**src/rtl/fifo_nibble_reader_if.sv**
```systemverilog
`default_nettype none
// ============================================================================
// Module   : fifo_nibble_reader_if
// Purpose  : FIFO read port plus word-wide valid/ready bus of the nibble reader
// Revision : 1.0
// ============================================================================
interface fifo_nibble_reader_if #(
    parameter int NIBBLE_W         = 4,
    parameter int NIBBLES_PER_WORD = 2,
    parameter int CNT_W            = 8
);
    logic                                 fifo_empty;
    logic                                 fifo_re;
    logic [NIBBLE_W-1:0]                  fifo_rdata;
    logic                                 flush;
    logic [NIBBLE_W*NIBBLES_PER_WORD-1:0] out_data;
    logic                                 out_valid;
    logic                                 out_ready;
    logic                                 partial;
    logic [CNT_W-1:0]                     word_count;

    modport master (
        input  fifo_empty, fifo_rdata, flush, out_ready,
        output fifo_re, out_data, out_valid, partial, word_count
    );

    modport slave (
        output fifo_empty, fifo_rdata, flush, out_ready,
        input  fifo_re, out_data, out_valid, partial, word_count
    );
endinterface
`default_nettype wire

```
**src/rtl/fifo_nibble_reader.sv**
```systemverilog
`default_nettype none
// ============================================================================
// Module   : fifo_nibble_reader
// Purpose  : Drains a nibble FIFO and packs nibbles, LSB first, into words
// Revision : 1.0
// ============================================================================
module fifo_nibble_reader #(
    parameter int NIBBLE_W         = 4,
    parameter int NIBBLES_PER_WORD = 2,
    parameter int RD_LATENCY       = 1,
    parameter int CNT_W            = 8
) (
    input  wire logic             clk,
    input  wire logic             rst_n,
    fifo_nibble_reader_if.master  bus
);
    localparam int WORD_W = NIBBLE_W * NIBBLES_PER_WORD;
    localparam int NC_W   = $clog2(NIBBLES_PER_WORD);
    localparam int WC_W   = (RD_LATENCY > 1) ? $clog2(RD_LATENCY) : 1;
    localparam logic [NC_W-1:0] C_LAST_NIB  = NC_W'(NIBBLES_PER_WORD - 1);
    localparam logic [WC_W-1:0] C_LAST_WAIT = WC_W'(RD_LATENCY - 1);

    typedef enum logic [1:0] {
        S_IDLE = 2'd0,
        S_RD   = 2'd1,
        S_WAIT = 2'd2,
        S_OUT  = 2'd3
    } state_t;

    state_t              state_q,      state_d;
    logic [NC_W-1:0]     nib_cnt_q,    nib_cnt_d;
    logic [WC_W-1:0]     wait_cnt_q,   wait_cnt_d;
    logic [WORD_W-1:0]   out_data_q,   out_data_d;
    logic                out_valid_q,  out_valid_d;
    logic [CNT_W-1:0]    word_count_q, word_count_d;
    logic                fifo_re_q,    fifo_re_d;

    always_ff @(posedge clk or negedge rst_n) begin
        if (!rst_n) begin
            state_q      <= S_IDLE;
            nib_cnt_q    <= '0;
            wait_cnt_q   <= '0;
            out_data_q   <= '0;
            out_valid_q  <= 1'b0;
            word_count_q <= '0;
            fifo_re_q    <= 1'b0;
        end else begin
            state_q      <= state_d;
            nib_cnt_q    <= nib_cnt_d;
            wait_cnt_q   <= wait_cnt_d;
            out_data_q   <= out_data_d;
            out_valid_q  <= out_valid_d;
            word_count_q <= word_count_d;
            fifo_re_q    <= fifo_re_d;
        end
    end

    always_comb begin
        state_d      = state_q;
        nib_cnt_d    = nib_cnt_q;
        wait_cnt_d   = wait_cnt_q;
        out_data_d   = out_data_q;
        out_valid_d  = out_valid_q;
        word_count_d = word_count_q;

        case (state_q)
            S_IDLE: begin
                if (!bus.fifo_empty) begin
                    state_d = S_RD;
                end
            end
            S_RD: begin
                state_d    = S_WAIT;
                wait_cnt_d = '0;
            end
            S_WAIT: begin
                if (wait_cnt_q == C_LAST_WAIT) begin
                    for (int i = 0; i < NIBBLES_PER_WORD; i++) begin
                        if (nib_cnt_q == NC_W'(i)) begin
                            out_data_d[i*NIBBLE_W +: NIBBLE_W] = bus.fifo_rdata;
                        end
                    end
                    if (nib_cnt_q == C_LAST_NIB) begin
                        nib_cnt_d   = '0;
                        out_valid_d = 1'b1;
                        state_d     = S_OUT;
                    end else begin
                        nib_cnt_d = nib_cnt_q + 1'b1;
                        state_d   = bus.fifo_empty ? S_IDLE : S_RD;
                    end
                end else begin
                    wait_cnt_d = wait_cnt_q + 1'b1;
                end
            end
            S_OUT: begin
                if (bus.out_ready) begin
                    out_valid_d  = 1'b0;
                    word_count_d = word_count_q + 1'b1;
                    state_d      = bus.fifo_empty ? S_IDLE : S_RD;
                end
            end
            default: begin
                state_d = S_IDLE;
            end
        endcase

        // Flush overrides everything, including a handshake in the same cycle
        if (bus.flush) begin
            state_d      = S_IDLE;
            nib_cnt_d    = '0;
            out_valid_d  = 1'b0;
            out_data_d   = out_data_q;
            word_count_d = word_count_q;
        end

        fifo_re_d = (state_d == S_RD);
    end

    assign bus.fifo_re    = fifo_re_q;
    assign bus.out_data   = out_data_q;
    assign bus.out_valid  = out_valid_q;
    assign bus.partial    = (nib_cnt_q != '0);
    assign bus.word_count = word_count_q;

endmodule
`default_nettype wire

```
**src/flat_wrapper.sv**
```systemverilog
// flat-port wrapper written by rule: the top's interface ports become plain ports
module fifo_nibble_reader_flat 
#(
    parameter int NIBBLE_W         = 4,
    parameter int NIBBLES_PER_WORD = 2,
    parameter int RD_LATENCY       = 1,
    parameter int CNT_W            = 8
)
  (clk, rst_n, bus_fifo_empty, bus_fifo_rdata, bus_flush, bus_out_ready, bus_fifo_re, bus_out_data, bus_out_valid, bus_partial, bus_word_count);
  fifo_nibble_reader_if #(.NIBBLE_W(NIBBLE_W), .NIBBLES_PER_WORD(NIBBLES_PER_WORD), .CNT_W(CNT_W)) bus_i ();
  input  wire logic clk;
  input  wire logic rst_n;
  input wire logic [$bits(bus_i.fifo_empty)-1:0] bus_fifo_empty;
  input wire logic [$bits(bus_i.fifo_rdata)-1:0] bus_fifo_rdata;
  input wire logic [$bits(bus_i.flush)-1:0] bus_flush;
  input wire logic [$bits(bus_i.out_ready)-1:0] bus_out_ready;
  output wire logic [$bits(bus_i.fifo_re)-1:0] bus_fifo_re;
  output wire logic [$bits(bus_i.out_data)-1:0] bus_out_data;
  output wire logic [$bits(bus_i.out_valid)-1:0] bus_out_valid;
  output wire logic [$bits(bus_i.partial)-1:0] bus_partial;
  output wire logic [$bits(bus_i.word_count)-1:0] bus_word_count;
  assign bus_i.fifo_empty = bus_fifo_empty;
  assign bus_i.fifo_rdata = bus_fifo_rdata;
  assign bus_i.flush = bus_flush;
  assign bus_i.out_ready = bus_out_ready;
  assign bus_fifo_re = bus_i.fifo_re;
  assign bus_out_data = bus_i.out_data;
  assign bus_out_valid = bus_i.out_valid;
  assign bus_partial = bus_i.partial;
  assign bus_word_count = bus_i.word_count;
  fifo_nibble_reader #(.NIBBLE_W(NIBBLE_W), .NIBBLES_PER_WORD(NIBBLES_PER_WORD), .RD_LATENCY(RD_LATENCY), .CNT_W(CNT_W)) u_core (.clk(clk), .rst_n(rst_n), .bus(bus_i));
endmodule
```
**config.mk**
```make
export PLATFORM = sky130hd
export DESIGN_NAME = fifo_nibble_reader_flat
export DESIGN_NICKNAME = d
export VERILOG_FILES = /design/src/rtl/fifo_nibble_reader_if.sv /design/src/rtl/fifo_nibble_reader.sv /design/src/flat_wrapper.sv
export SDC_FILE = /design/constraint.sdc
export NUM_CORES = 1
export LEC_CHECK = 0
export CAP_MARGIN = 20
export CORE_MARGIN = 1.5
export CORE_UTILIZATION = 40
export DETAILED_ROUTE_END_ITERATION = 10
export PLACE_DENSITY = 0.75
export SLEW_MARGIN = 20
export SYNTH_ARGS = -nofsm -noshare
export SYNTH_HDL_FRONTEND = slang
export SYNTH_SLANG_ARGS = --single-unit
```
**constraint.sdc**
```tcl
create_clock -name clk -period 3.4 [get_ports clk]
set_clock_uncertainty 0.05 [all_clocks]
set_input_delay 0.51 -clock clk [delete_from_list [all_inputs] [get_ports clk]]
set_output_delay 0.51 -clock clk [all_outputs]
set_load 0.01 [all_outputs]
```
; After elaboration in Yosys (flattened, before gate mapping)
; Index checks and enable logic that the tools add are counted.
[word_totals]
register_bits = 22
latchBits = 0
ramBits = 0
rom_bits = 0
input_bits = 9
output_inout_bits = 19
word_cells = 49
mem_count = 0
[classes]
add_sub_neg = 3
n_mul = 0
n_div = 0
magnitude_cmp = 0
eq_ne = 8
shifts = 0
n_mux = 18
bitwise_logic = 3
reduce_logical = 9
[ops]
columns = op, count
row1 = AND reduction 4 bit, 3
row2 = 2-to-1 mux 1 bit, 10
row3 = 2-to-1 mux 2 bit, 5
row4 = "adder 8 x 1 -> 8 bit, second input constant", 1
row5 = one-hot mux 2 bit (4 select lines), 1
row6 = "!= test 3 bit, second input constant", 2
row7 = "equality test 2 x 1 -> 1 bit, second input constant", 2
row8 = "equality test 2 bit, second input constant", 2
row9 = one-hot mux 1 bit (2 select lines), 2
row10 = nonzero test 2 bit, 2
row11 = "!= test 3 x 2 -> 1 bit, second input constant", 1
row12 = NOT 1 bit, 3
row13 = AND reduction 3 bit, 1
row14 = nonzero test 3 bit, 1
row15 = "adder 1 bit, second input constant", 2
row16 = logical NOT 2 bit, 1
row17 = "!= test 2 bit, second input constant", 1
row18 = AND reduction 2 bit, 1

; Longest topological paths before layout
; Gate-level depths: netlist (run 1).
[logic_depth]
word_depth = 6
ltp_mapped = 4
depth_no_buf = 4

; Worst setup path before layout (run 1)
; No wires, ideal clock.
[synth_path]
path_kind = input port to flip-flop
start = input port bus_flush
end = register u_core.out_data_q[0] (netlist: u_core.bus.out_data[0])
setup_time_ps = 125
arrival_time_ps = 1370
required_time_ps = 3225
slack_ps = 1855
cell_stages = 3
path_buffers = 1
cell_sequence = buf_4 -> nor4_4 -> mux2_2
[synth_via]
elab_chain_len = 2
[synth_rtl]
columns = element, line
row1 = start: declaration, flat_wrapper.sv:15  ; input wire logic [$bits(bus_i.flush)-1:0] bus_flush;
row2 = NOT 1 bit (no line), -
row3 = AND reduction 4 bit (no line), -
row4 = end signal: assignment, fifo_nibble_reader.sv:51  ; out_data_q <= out_data_d;
row5 = end: declaration, fifo_nibble_reader.sv:33  ; logic [WORD_W-1:0] out_data_q, out_data_d;
; No other way between the ends.
; A chain may end at the register's enable or synchronous reset.

; Worst setup path after layout (run 1)
[layout_path]
start = register u_core.nib_cnt_q (netlist: u_core.bus.partial)
end = output port bus_partial
[layout_lines]
columns = element, line
row1 = start: declaration, fifo_nibble_reader.sv:31  ; logic [NC_W-1:0] nib_cnt_q, nib_cnt_d;
row2 = start signal: assignment, fifo_nibble_reader.sv:49  ; nib_cnt_q <= nib_cnt_d;
row3 = end: declaration, flat_wrapper.sv:20  ; output wire logic [$bits(bus_i.partial)-1:0] bus_partial;
; No word-level cell between the ends.

==> results.rst, run 1 <==
.. list-table::
   :header-rows: 1

   * - Metric
     - Value
   * - Sequential area share after synthesis
     - about 56%
   * - Fmax
     - 521.9 MHz
   * - Ratio of cells with drive above 1 in the final layout
     - approximately 18%
   * - Area leader, netlist
     - sky130_fd_sc_hd__dfrtp_1
   * - Initial cell density of the core
     - 42.53%
   * - Biggest area contributors in the synthesized netlist
     - sky130_fd_sc_hd__dfrtp_1, sky130_fd_sc_hd__mux2_2, sky130_fd_sc_hd__xnor2_1
   * - Area of the mapped netlist
     - between 900 and 1000 um2
   * - Total Routed Length
     - 1642 um
   * - Critical path startpoint category
     - flop
   * - Vias
     - 643
   * - Internal
     - 0.3935 mW
   * - Placement Setup Slack
     - 1222 ps
   * - Clock slew at the register clock pins of the worst setup and hold paths
     - 110 ps
   * - Overflow after GRT
     - 0
   * - RD Place Congestion
     - 0.7915
   * - IO Pins
     - 28
   * - Mapped Cells
     - 73
   * - Number of buffers and inverters on the critical path
     - 1
   * - Number of clock sinks seen by CTS
     - 21
   * - GRT Total Usage
     - 15.11%
   * - M1 GR Usage
     - 18.53%
   * - Final-layout setup total negative slack
     - 0 ps
   * - Maximum level of the CTS H-tree
     - 1
   * - Std-Cell Core Area
     - 2212 um2
   * - Worst-case headroom to the max-slew limit
     - 40.77%
   * - Global Route met3 Usage
     - approximately 2.9%
   * - Root buf cell
     - sky130_fd_sc_hd__clkbuf_4
   * - List of cells traversed by the critical path
     - clkdlybuf4s50_1
   * - Placed wire-length estimate
     - 1265 um
   * - Maximum fanout encountered on the critical timing path
     - 6
   * - Max-cap check violation count
     - 0
   * - Met2 capacity usage during global routing
     - 25.21%
   * - Number of placement rows
     - 17
   * - Result of the run
     - completed
   * - Data required time at the worst endpoint
     - ~2800 ps
   * - Largest stage delay on the critical path
     - 580 ps
   * - Detail Route Antenna Nets
     - 0
   * - RSZ-0062 raised after global routing
     - no
   * - Peak supply drop
     - 0.0002607 V
   * - Later-pin clock latency in the skew report
     - 300 ps
   * - Library cells used by synthesis
     - 27
   * - Synthesized Nets
     - 83
   * - Placed cells
     - 126
   * - Logic pwr share
     - 21.7%
   * - Pwr per Cell Area
     - 417.6 nW/um2
   * - Final Hold Vio Count
     - 0
   * - Critical path capture point type
     - output pin
   * - Slowest CP cell
     - sky130_fd_sc_hd__clkdlybuf4s50_1
   * - Cell family contributing the most delay on the critical path
     - buffers and inverters
   * - Top_reg_cell synth
     - sky130_fd_sc_hd__dfrtp_1
   * - Net count reported at finish
     - 113
   * - Wire length of the first global-routing pass
     - around 2900 um
   * - Number of detailed-route iterations in the first pass
     - 4
   * - Psw
     - 0.1326 mW
   * - Max Transition Viols Final
     - 0
   * - Data arrival, critical path
     - 1360 ps
   * - Synthesized area per cell
     - 12.89 um2
   * - TritonCTS clock tree
     - built
   * - # hold bufs at CTS
     - 0
   * - Tightest Pin Transition
     - just under 900 ps
   * - Relative area change from synthesis to final layout
     - 33.91%
   * - DRC violation count after routing
     - 0
   * - Power share of the clock group
     - 22.1%
   * - Pin count of the biggest net entering global routing
     - 22
   * - Time the final worst path needs with I/O delays and setup
     - 1916 ps
   * - Commonest cells after routing, fill and taps aside
     - sky130_fd_sc_hd__clkdlybuf4s50_1, sky130_fd_sc_hd__dfrtp_1, sky130_fd_sc_hd__mux2_2
   * - Via density per instance
     - ~4.9
   * - Number of clock buffers inserted by TritonCTS
     - 3
   * - Commonest non-fill, non-tap cell in the layout
     - sky130_fd_sc_hd__clkdlybuf4s50_1
   * - Number of setup buffers added after CTS
     - 0
   * - Number of buffers added on ports
     - 27
   * - Ys async rst share
     - 100.0%
   * - Width of the die
     - 51.50 um
   * - Fill cell count
     - 198
   * - Warnings from Yosys
     - 0
   * - Count of cells resized by post-cts repair
     - 0
   * - Routed wire length per instance
     - 12.63 um
   * - Final setup violating endpoints
     - 0
   * - Post-synth EDFFs
     - 0
   * - Number of synthesized register bits
     - 21
   * - Initial detailed-routing violation count
     - 5
   * - Startpoint-to-endpoint class of the critical path
     - reg2out
   * - Via count of the first global-routing pass
     - 676
   * - Post-route insts no fill
     - 130
   * - Floorplan die height
     - 51.50 um
   * - Inserted Diodes
     - 0
   * - Share of the synthesized area in the top cell type
     - 55.85%
   * - Hold WC Path Type
     - reg2reg
   * - Sequential cell fraction of total power
     - 56.2%
   * - Total leakage power
     - 0.5580 nW
   * - Area enclosed by the die boundary
     - 2652 um2
   * - Share of the clock period used by the worst path
     - 56.36%
   * - Register-to-register path setup slack
     - 1730 ps
   * - Buffer levels on the longest clock path
     - 2
   * - Setup slack of the critical path after layout
     - 1484 ps
   * - Antenna violations before repair
     - 0
   * - Layer with the highest usage
     - met2
   * - Switching Fraction
     - 25.21%
power groups by stage:
stage / sequential [mW] / combinational [mW] / clock (mW)
floorplan: 0.308 / 0.0365 / 0
global placement: 0.300 / 0.113 / 0
detailed placement: 0.300 / 0.116 / 0
CTS: 0.295 / 0.116 / 0.121
global route: 0.298 / 0.124 / 0.134
finish: 0.295 / 0.114 / 0.117
cells in the mapped netlist (2+ instances only):
master	instances
sky130_fd_sc_hd__a21oi_1	3
sky130_fd_sc_hd__dfrtp_1	21
sky130_fd_sc_hd__mux2_2	8
sky130_fd_sc_hd__nand2_1	7
sky130_fd_sc_hd__nand3_1	2
sky130_fd_sc_hd__nor2_1	2
sky130_fd_sc_hd__nor2b_1	3
sky130_fd_sc_hd__nor3_1	2
sky130_fd_sc_hd__o21ai_0	2
sky130_fd_sc_hd__xnor2_1	4
sky130_fd_sc_hd__xor2_1	3
per-stage QoR:
| stage | hold WS, ps | util, % | power (mW) | instance area [um2] |
|---|---|---|---|---|
| after floorplan | 164.4 | - | 0.3447 | 940.9 |
| after global placement | 404.5 | 55.77 | 0.4127 | 1234 |
| after detailed placement | 416.1 | 55.77 | 0.4161 | 1234 |
| after CTS | 433.9 | 56.96 | 0.5325 | 1260 |
| after global routing | 453.6 | 56.96 | 0.5561 | 1260 |
| final | 428.8 | 56.96 | 0.5261 | 1260 |
area by class of cell:
class                           count  area [um2]  area share [%]
Tap cell                           28       35.03           2.781
Clock buffer                        4       26.28           2.085
Sequential cell                    21       525.5           41.71
Inverter                            2       7.507          0.5958
Timing Repair Buffer               27       270.3           21.45
Multi-Input combinational cell     48       395.4           31.38
state kept, by name, summed over array words and instances (netlist names):
| name | cells |
|---|---|
| u_core.state_q | 2 |
| u_core.bus.word_count | 8 |
| u_core.bus.fifo_re | 1 |
| u_core.bus.partial | 1 |
| u_core.bus.out_valid | 1 |
| u_core.bus.out_data | 8 |
worst paths after layout:
check | from | end | depth (start not counted)
worst max-delay path | u_core.bus.partial$_DFFE_PN0P_ | bus_partial | 1
worst min-delay path | u_core.bus.word_count[7]$_DFFE_PN0P_ | u_core.bus.word_count[7]$_DFFE_PN0P_ | 1
worst max register to register | u_core.state_q[0]$_DFF_PN0_ | u_core.bus.out_data[4]$_DFFE_PN0P_ | 3
worst min register to register | u_core.bus.word_count[7]$_DFFE_PN0P_ | u_core.bus.word_count[7]$_DFFE_PN0P_ | 1
max in group asynchronous | rst_n | u_core.bus.out_data[1]$_DFFE_PN0P_ | 1
min in group asynchronous | rst_n | u_core.bus.word_count[2]$_DFFE_PN0P_ | 1
kinds of logic after synthesis:
family	share of synthesized area (%)
buffers and inverters	2.127
muxes	9.575
AOI/OAI and AO/OA	6.250
xor gates and xnor gates	6.516
adders and majority gates	1.330
DFF	55.85
and+or+nand+nor	18.35
per-layer routing:
layer	vias up	wire length (um)
met3	2	57
met5	-	0
li1	315	-
met2	12	843
met1	314	724
met4	0	16
No activity file was read; power rests on OpenSTA's default activity.
==> run 2, diff against run 1 <==
--- a/config.mk
+++ b/config.mk
@@ -9,7 +9,7 @@
 export CORE_MARGIN = 1.5
 export CORE_UTILIZATION = 40
 export DETAILED_ROUTE_END_ITERATION = 10
-export PLACE_DENSITY = 0.75
+export PLACE_DENSITY = 0.77
 export SLEW_MARGIN = 20
 export SYNTH_ARGS = -nofsm -noshare
 export SYNTH_HDL_FRONTEND = slang
==> constraint.sdc (replaced) <==
create_clock -name clk -period 1.62 [get_ports clk]
set_clock_uncertainty 0.05 [all_clocks]
set_input_delay 0.243 -clock clk [delete_from_list [all_inputs] [get_ports clk]]
set_output_delay 0.243 -clock clk [all_outputs]
set_load 0.01 [all_outputs]
==> results.rst, run 2 (synthesis results as in run 1) <==
.. list-table::
   :header-rows: 1

   * - Metric
     - Value
   * - Result of the run
     - completed
   * - Number of buffers added on ports
     - 27
   * - Ratio of cells with drive above 1 in the final layout
     - 25.00%
   * - Net count reported at finish
     - 123
   * - Width of the die
     - 51.50 um
   * - Startpoint-to-endpoint class of the critical path
     - reg2out
   * - Final setup violating endpoints
     - 0
   * - Overflow after GRT
     - 0
   * - Area enclosed by the die boundary
     - 2652 um2
   * - Critical path startpoint category
     - flop
   * - Commonest non-fill, non-tap cell in the layout
     - sky130_fd_sc_hd__clkdlybuf4s50_1
   * - Total Routed Length
     - 1759 um
   * - Met2 capacity usage during global routing
     - 24.79%
   * - Number of placement rows
     - 17
   * - Peak supply drop
     - 0.0005124 V
   * - Number of clock buffers inserted by TritonCTS
     - 3
   * - Register-to-register path setup slack
     - 160 ps
   * - Psw
     - around 0.28 mW
   * - Terminus of the critical flop-to-flop path
     - u_core.bus.out_data[4]$_DFFE_PN0P_
   * - R2R cell count
     - 3
   * - Cell family contributing the most delay on the critical path
     - buffers and inverters
   * - Post-route cell area
     - 1334 um2
   * - Number of clock sinks seen by CTS
     - 21
   * - Largest stage delay on the critical path
     - 550 ps
   * - RD Place Congestion
     - between 0.7 and 0.8
   * - Max-cap check violation count
     - 0
   * - TritonCTS clock tree
     - built
   * - Data required time at the worst endpoint
     - 1330 ps
   * - Commonest cells after routing, fill and taps aside
     - sky130_fd_sc_hd__clkdlybuf4s50_1, sky130_fd_sc_hd__dfrtp_1, sky130_fd_sc_hd__buf_4
   * - Placed wire-length estimate
     - 1345 um
   * - IO Pins
     - 28
   * - Internal
     - 0.8426 mW
   * - Initial detailed-routing violation count
     - 5
   * - Placed Area
     - 1279 um2
   * - Pwr per Cell Area
     - roughly 840 nW/um2
   * - Tightest Pin Transition
     - 355.8 ps
   * - Launching point of the worst reg2reg path
     - u_core.state_q[0]$_DFF_PN0_
   * - Total leakage power
     - 0.6136 nW
   * - Data arrival, critical path
     - 1260 ps
   * - Share of the clock period used by the worst path
     - 96.02%
   * - Setup slack of the critical path after layout
     - 64.48 ps
   * - Maximum level of the CTS H-tree
     - 1
   * - List of cells traversed by the critical path
     - clkdlybuf4s50_1
   * - Placed cells
     - 132
   * - Number of detailed-route iterations in the first pass
     - 3
   * - Via density per instance
     - around 4.9
   * - Wire length of the first global-routing pass
     - 2856 um
   * - Relative area change from synthesis to final layout
     - 41.76%
   * - M1 GR Usage
     - a little under a fifth
   * - Later-pin clock latency in the skew report
     - 290 ps
   * - Via count of the first global-routing pass
     - between 600 and 700
   * - Std-Cell Core Area
     - 2212 um2
   * - Vias
     - between 600 and 700
   * - Critical path capture point type
     - output pin
   * - Antenna violations before repair
     - 0
   * - Logic pwr share
     - between 20% and 30%
   * - Buffer levels on the longest clock path
     - 2
   * - # hold bufs at CTS
     - 0
   * - Time the final worst path needs with I/O delays and setup
     - approximately 1600 ps
   * - RSZ-0062 raised after global routing
     - no
   * - Power share of the clock group
     - 21.4%
   * - Global Route met3 Usage
     - 2.586%
   * - Switching Fraction
     - 24.70%
   * - Inserted Diodes
     - 0
   * - Max Transition Viols Final
     - 0
   * - DRC violation count after routing
     - 0
   * - Fmax
     - 642.9 MHz
   * - Placement Setup Slack
     - -106.4 ps
   * - GRT Total Usage
     - 15.33%
   * - Sequential cell fraction of total power
     - 54.5%
   * - Detail Route Antenna Nets
     - 0
   * - Final Hold Vio Count
     - 0
   * - Layer with the highest usage
     - met2
   * - Worst-case headroom to the max-slew limit
     - 76.10%
   * - Clock slew at the register clock pins of the worst setup and hold paths
     - 110 ps
   * - Routed wire length per instance
     - 12.56 um
   * - Hold WC Path Type
     - in2async
   * - Final-layout setup total negative slack
     - 0 ps
   * - Post-layout util
     - 60.29%
   * - Post-route insts no fill
     - 140
   * - Maximum fanout encountered on the critical timing path
     - 4
   * - Number of buffers and inverters on the critical path
     - 1
   * - Floorplan die height
     - 51.50 um
   * - Initial cell density of the core
     - 42.53%
   * - Slowest CP cell
     - sky130_fd_sc_hd__clkdlybuf4s50_1
   * - Pin count of the biggest net entering global routing
     - 22
   * - Root buf cell
     - sky130_fd_sc_hd__clkbuf_4
run 2: power by group through the flow:
| stage | logic, mW | registers, mW | clock network (mW) |
|---|---|---|---|
| after global placement | 0.255 | 0.619 | 0 |
| final | 0.270 | 0.610 | 0.239 |
| after detailed placement | 0.261 | 0.623 | 0 |
| after global routing | 0.292 | 0.618 | 0.278 |
| after floorplan | 0.0767 | 0.647 | 0 |
| after CTS | 0.261 | 0.612 | 0.259 |
run 2: worst max-delay path by stage:
stage / start / end / slack (ps) / depth (start not counted)
2_1_floorplan: u_core.state_q[0]$_DFF_PN0_ / u_core.bus.out_data[4]$_DFFE_PN0P_ / 160 / 4
4_1_cts: u_core.bus.word_count[2]$_DFFE_PN0P_ / bus_word_count[2] / 20 / 1
3_5_place_dp: bus_flush / u_core.bus.out_data[4]$_DFFE_PN0P_ / -110 / 4
6_report: u_core.bus.word_count[1]$_DFFE_PN0P_ / bus_word_count[1] / 60 / 1
5_1_grt: u_core.bus.word_count[1]$_DFFE_PN0P_ / bus_word_count[1] / 3 / 1
3_3_place_gp: bus_flush / u_core.bus.out_data[5]$_DFFE_PN0P_ / -80 / 4
run 2: worst reg2reg max path: stages, from the launching register on:
cell and delay (ps):
sky130_fd_sc_hd__dfrtp_1 440, sky130_fd_sc_hd__nor2b_1 200, sky130_fd_sc_hd__nor3b_4 300, sky130_fd_sc_hd__mux2_2 370
run 2: area by class of cell:
class	count	area, um2
inverter	2	7.507
fill	195	878.3
clock buffer	4	26.28
timing repair buffer	37	344.1
sequential	21	525.5
multi-input combinational	48	395.4
tap	28	35.03
run 2: per-stage QoR:
step                power, mW  hold WS, ps
floorplan              0.7234       -102.6
global placement       0.8745        405.5
detailed placement     0.8844        411.6
CTS                     1.132        216.2
global route            1.189        226.6
finish                  1.119        220.5
run 2: repair_timing:
action | 4_1_cts | 5_1_grt
gates resized for setup | 1 | 0
hold endpoints to repair | 0 | 0
setup buffers | 1 | 3
pin swaps | 0 | 0
setup endpoints to repair | 2 | 3
run 2: routing by layer:
layer  vias up  part of all wire [%]
li1        339                     -
met1       322                    43
met2        14                    51
met3         4                   3.6
met4         0                   2.7
met5         -                     0
==> run 3, diff against run 2 <==
--- a/config.mk
+++ b/config.mk
@@ -6,10 +6,11 @@
 export NUM_CORES = 1
 export LEC_CHECK = 0
 export CAP_MARGIN = 20
+export CORE_ASPECT_RATIO = 0.75
 export CORE_MARGIN = 1.5
 export CORE_UTILIZATION = 40
 export DETAILED_ROUTE_END_ITERATION = 10
-export PLACE_DENSITY = 0.77
+export PLACE_DENSITY = 0.72
 export SLEW_MARGIN = 20
 export SYNTH_ARGS = -nofsm -noshare
 export SYNTH_HDL_FRONTEND = slang
==> results.rst, run 3 (synthesis results as in run 1) <==
.. list-table::
   :header-rows: 1

   * - Metric
     - Value
   * - DRC violation count after routing
     - 0
   * - Clock slew at the register clock pins of the worst setup and hold paths
     - between 100 and 150 ps
   * - Maximum fanout encountered on the critical timing path
     - 4
   * - Wire length of the first global-routing pass
     - 3208 um
   * - Max-cap check violation count
     - 0
   * - Detail Route Antenna Nets
     - 0
   * - Number of clock sinks seen by CTS
     - 21
   * - Fmax
     - 634.0 MHz
   * - Register-to-register path setup slack
     - 40 ps
   * - Launching point of the worst reg2reg path
     - u_core.bus.partial$_DFFE_PN0P_
   * - Post-layout util
     - between 60% and 70%
   * - Time the final worst path needs with I/O delays and setup
     - 1577 ps
   * - Max Transition Viols Final
     - 0
   * - Worst-case headroom to the max-slew limit
     - 81.19%
   * - Width of the die
     - 59.01 um
   * - RSZ-0062 raised after global routing
     - no
   * - Antenna violations before repair
     - 0
   * - Commonest non-fill, non-tap cell in the layout
     - sky130_fd_sc_hd__clkdlybuf4s50_1
   * - Data required time at the worst endpoint
     - 1770 ps
   * - GRT Total Usage
     - 16.87%
   * - Number of placement rows
     - 14
   * - Initial cell density of the core
     - 44.39%
   * - Total leakage power
     - between 0.6 and 0.7 nW
   * - RD Place Congestion
     - 0.7739
   * - Overflow after GRT
     - 0
   * - Startpoint of the worst setup timing path
     - u_core.bus.partial$_DFFE_PN0P_
   * - Vias
     - 698
   * - Final-layout setup total negative slack
     - 0 ps
   * - Met1 Wirelength
     - 849 um
   * - Inserted Diodes
     - 0
   * - Result of the run
     - completed
   * - Later-pin clock latency in the skew report
     - 310 ps
   * - Pin count of the biggest net entering global routing
     - 22
   * - Detailed-routed wire length on met3
     - between 100 and 150 um
   * - Critical path startpoint category
     - flop
   * - Routed wire length per instance
     - 13.03 um
   * - Placed wire-length estimate
     - 1388 um
   * - Root buf cell
     - sky130_fd_sc_hd__clkbuf_4
   * - Met2 routed wirelength
     - roughly 950 um
   * - Net count reported at finish
     - 125
   * - Uppermost routed layer
     - met3
   * - Tightest Pin Transition
     - 282.1 ps
   * - Pwr per Cell Area
     - 835.1 nW/um2
   * - Placed Area
     - 1291 um2
   * - Worst setup path endpoint
     - u_core.bus.out_data[5]$_DFFE_PN0P_
   * - Std-Cell Core Area
     - 2120 um2
   * - Final total power
     - between 1 and 1.5 mW
   * - Hold WC Path Type
     - in2async
   * - Relative area change from synthesis to final layout
     - 44.41%
   * - Commonest cells after routing, fill and taps aside
     - sky130_fd_sc_hd__clkdlybuf4s50_1, sky130_fd_sc_hd__dfrtp_1, sky130_fd_sc_hd__buf_4
   * - Critical path capture point type
     - flop
   * - Maximum level of the CTS H-tree
     - 1
   * - Share of the clock period used by the worst path
     - 97.37%
   * - Final Hold Vio Count
     - 0
   * - Peak supply drop
     - 0.0005079 V
   * - Hold slack final
     - approximately 220 ps
   * - Terminus of the critical flop-to-flop path
     - u_core.bus.out_data[5]$_DFFE_PN0P_
   * - Via density per instance
     - 4.781
   * - Via count of the first global-routing pass
     - 695
   * - Initial detailed-routing violation count
     - 28
   * - Startpoint-to-endpoint class of the critical path
     - reg2reg
   * - R2R cell count
     - 4
   * - Buffer levels on the longest clock path
     - 2
   * - Number of buffers added on ports
     - 27
   * - Ratio of cells with drive above 1 in the final layout
     - 28.07%
   * - IO Pins
     - 28
   * - Number of detailed-route iterations in the first pass
     - 4
   * - Total Routed Length
     - 1902 um
   * - Data arrival, critical path
     - 1730 ps
   * - # hold bufs at CTS
     - 0
   * - TritonCTS clock tree
     - built
   * - Floorplan die height
     - 45 um
   * - Post-route cell area
     - 1359 um2
   * - Final setup violating endpoints
     - 0
   * - Number of clock buffers inserted by TritonCTS
     - 3
   * - Area enclosed by the die boundary
     - around 2700 um2
run 3: metal layers:
metal	global-route usage, %	vias to the layer above
met5	0	-
met4	4.545	0
met3	6.877	0
met2	27.11	21
met1	21.32	337
li1	-	340
run 3: worst max-delay path: stages, from the launching register on:
cell,delay [ps]
sky130_fd_sc_hd__dfrtp_1,390
sky130_fd_sc_hd__buf_4,140
sky130_fd_sc_hd__nor2b_1,200
sky130_fd_sc_hd__nor3b_4,320
sky130_fd_sc_hd__mux2_2,370
run 3: how the worst min path moves through the flow:
stage / startpoint / endpoint / slack [ps] / cells past startpoint
6_report: rst_n / u_core.state_q[0]$_DFF_PN0_ / 220 / 2
5_1_grt: rst_n / u_core.bus.out_data[1]$_DFFE_PN0P_ / 230 / 2
4_1_cts: rst_n / u_core.bus.out_data[7]$_DFFE_PN0P_ / 220 / 2
3_5_place_dp: u_core.bus.word_count[7]$_DFFE_PN0P_ / u_core.bus.word_count[7]$_DFFE_PN0P_ / 420 / 1
3_3_place_gp: u_core.bus.word_count[7]$_DFFE_PN0P_ / u_core.bus.word_count[7]$_DFFE_PN0P_ / 410 / 1
2_1_floorplan: rst_n / u_core.bus.fifo_re$_DFF_PN0_ / -100 / 0
run 3: layout make-up:
class                   instances  area [um2]
flip-flops and latches         21       526.8
clock buffers                   3       22.52
well taps                      32       40.04
repair buffers                 39       361.6
inverters                       2       7.507
multi-input cells              48       395.4
clock inverters                 1       5.005
fillers                       181       760.7
run 3: timing repair:
| item | in CTS | in global routing |
|---|---|---|
| pin swaps | 0 | 0 |
| gates resized for setup | 1 | 2 |
| buffers inserted | 2 | 3 |
| endpoints found under the setup margin | 2 | 4 |
| gates cloned | 0 | 0 |
run 3: stage by stage:
stage | setup WS (ps) | cells
final | 42.68 | 146
after global routing | 7.419 | 146
after CTS | 0.03897 | 143
after detailed placement | -135.8 | 137
after global placement | -82.36 | 137
after floorplan | 159.1 | 73
run 3: report_power, final:
group | total [mW] | switching, mW | internal [mW]
sequential | 0.608 | 0.0300 | 0.578
clock | 0.250 | 0.158 | 0.0923
combinational | 0.277 | 0.106 | 0.171
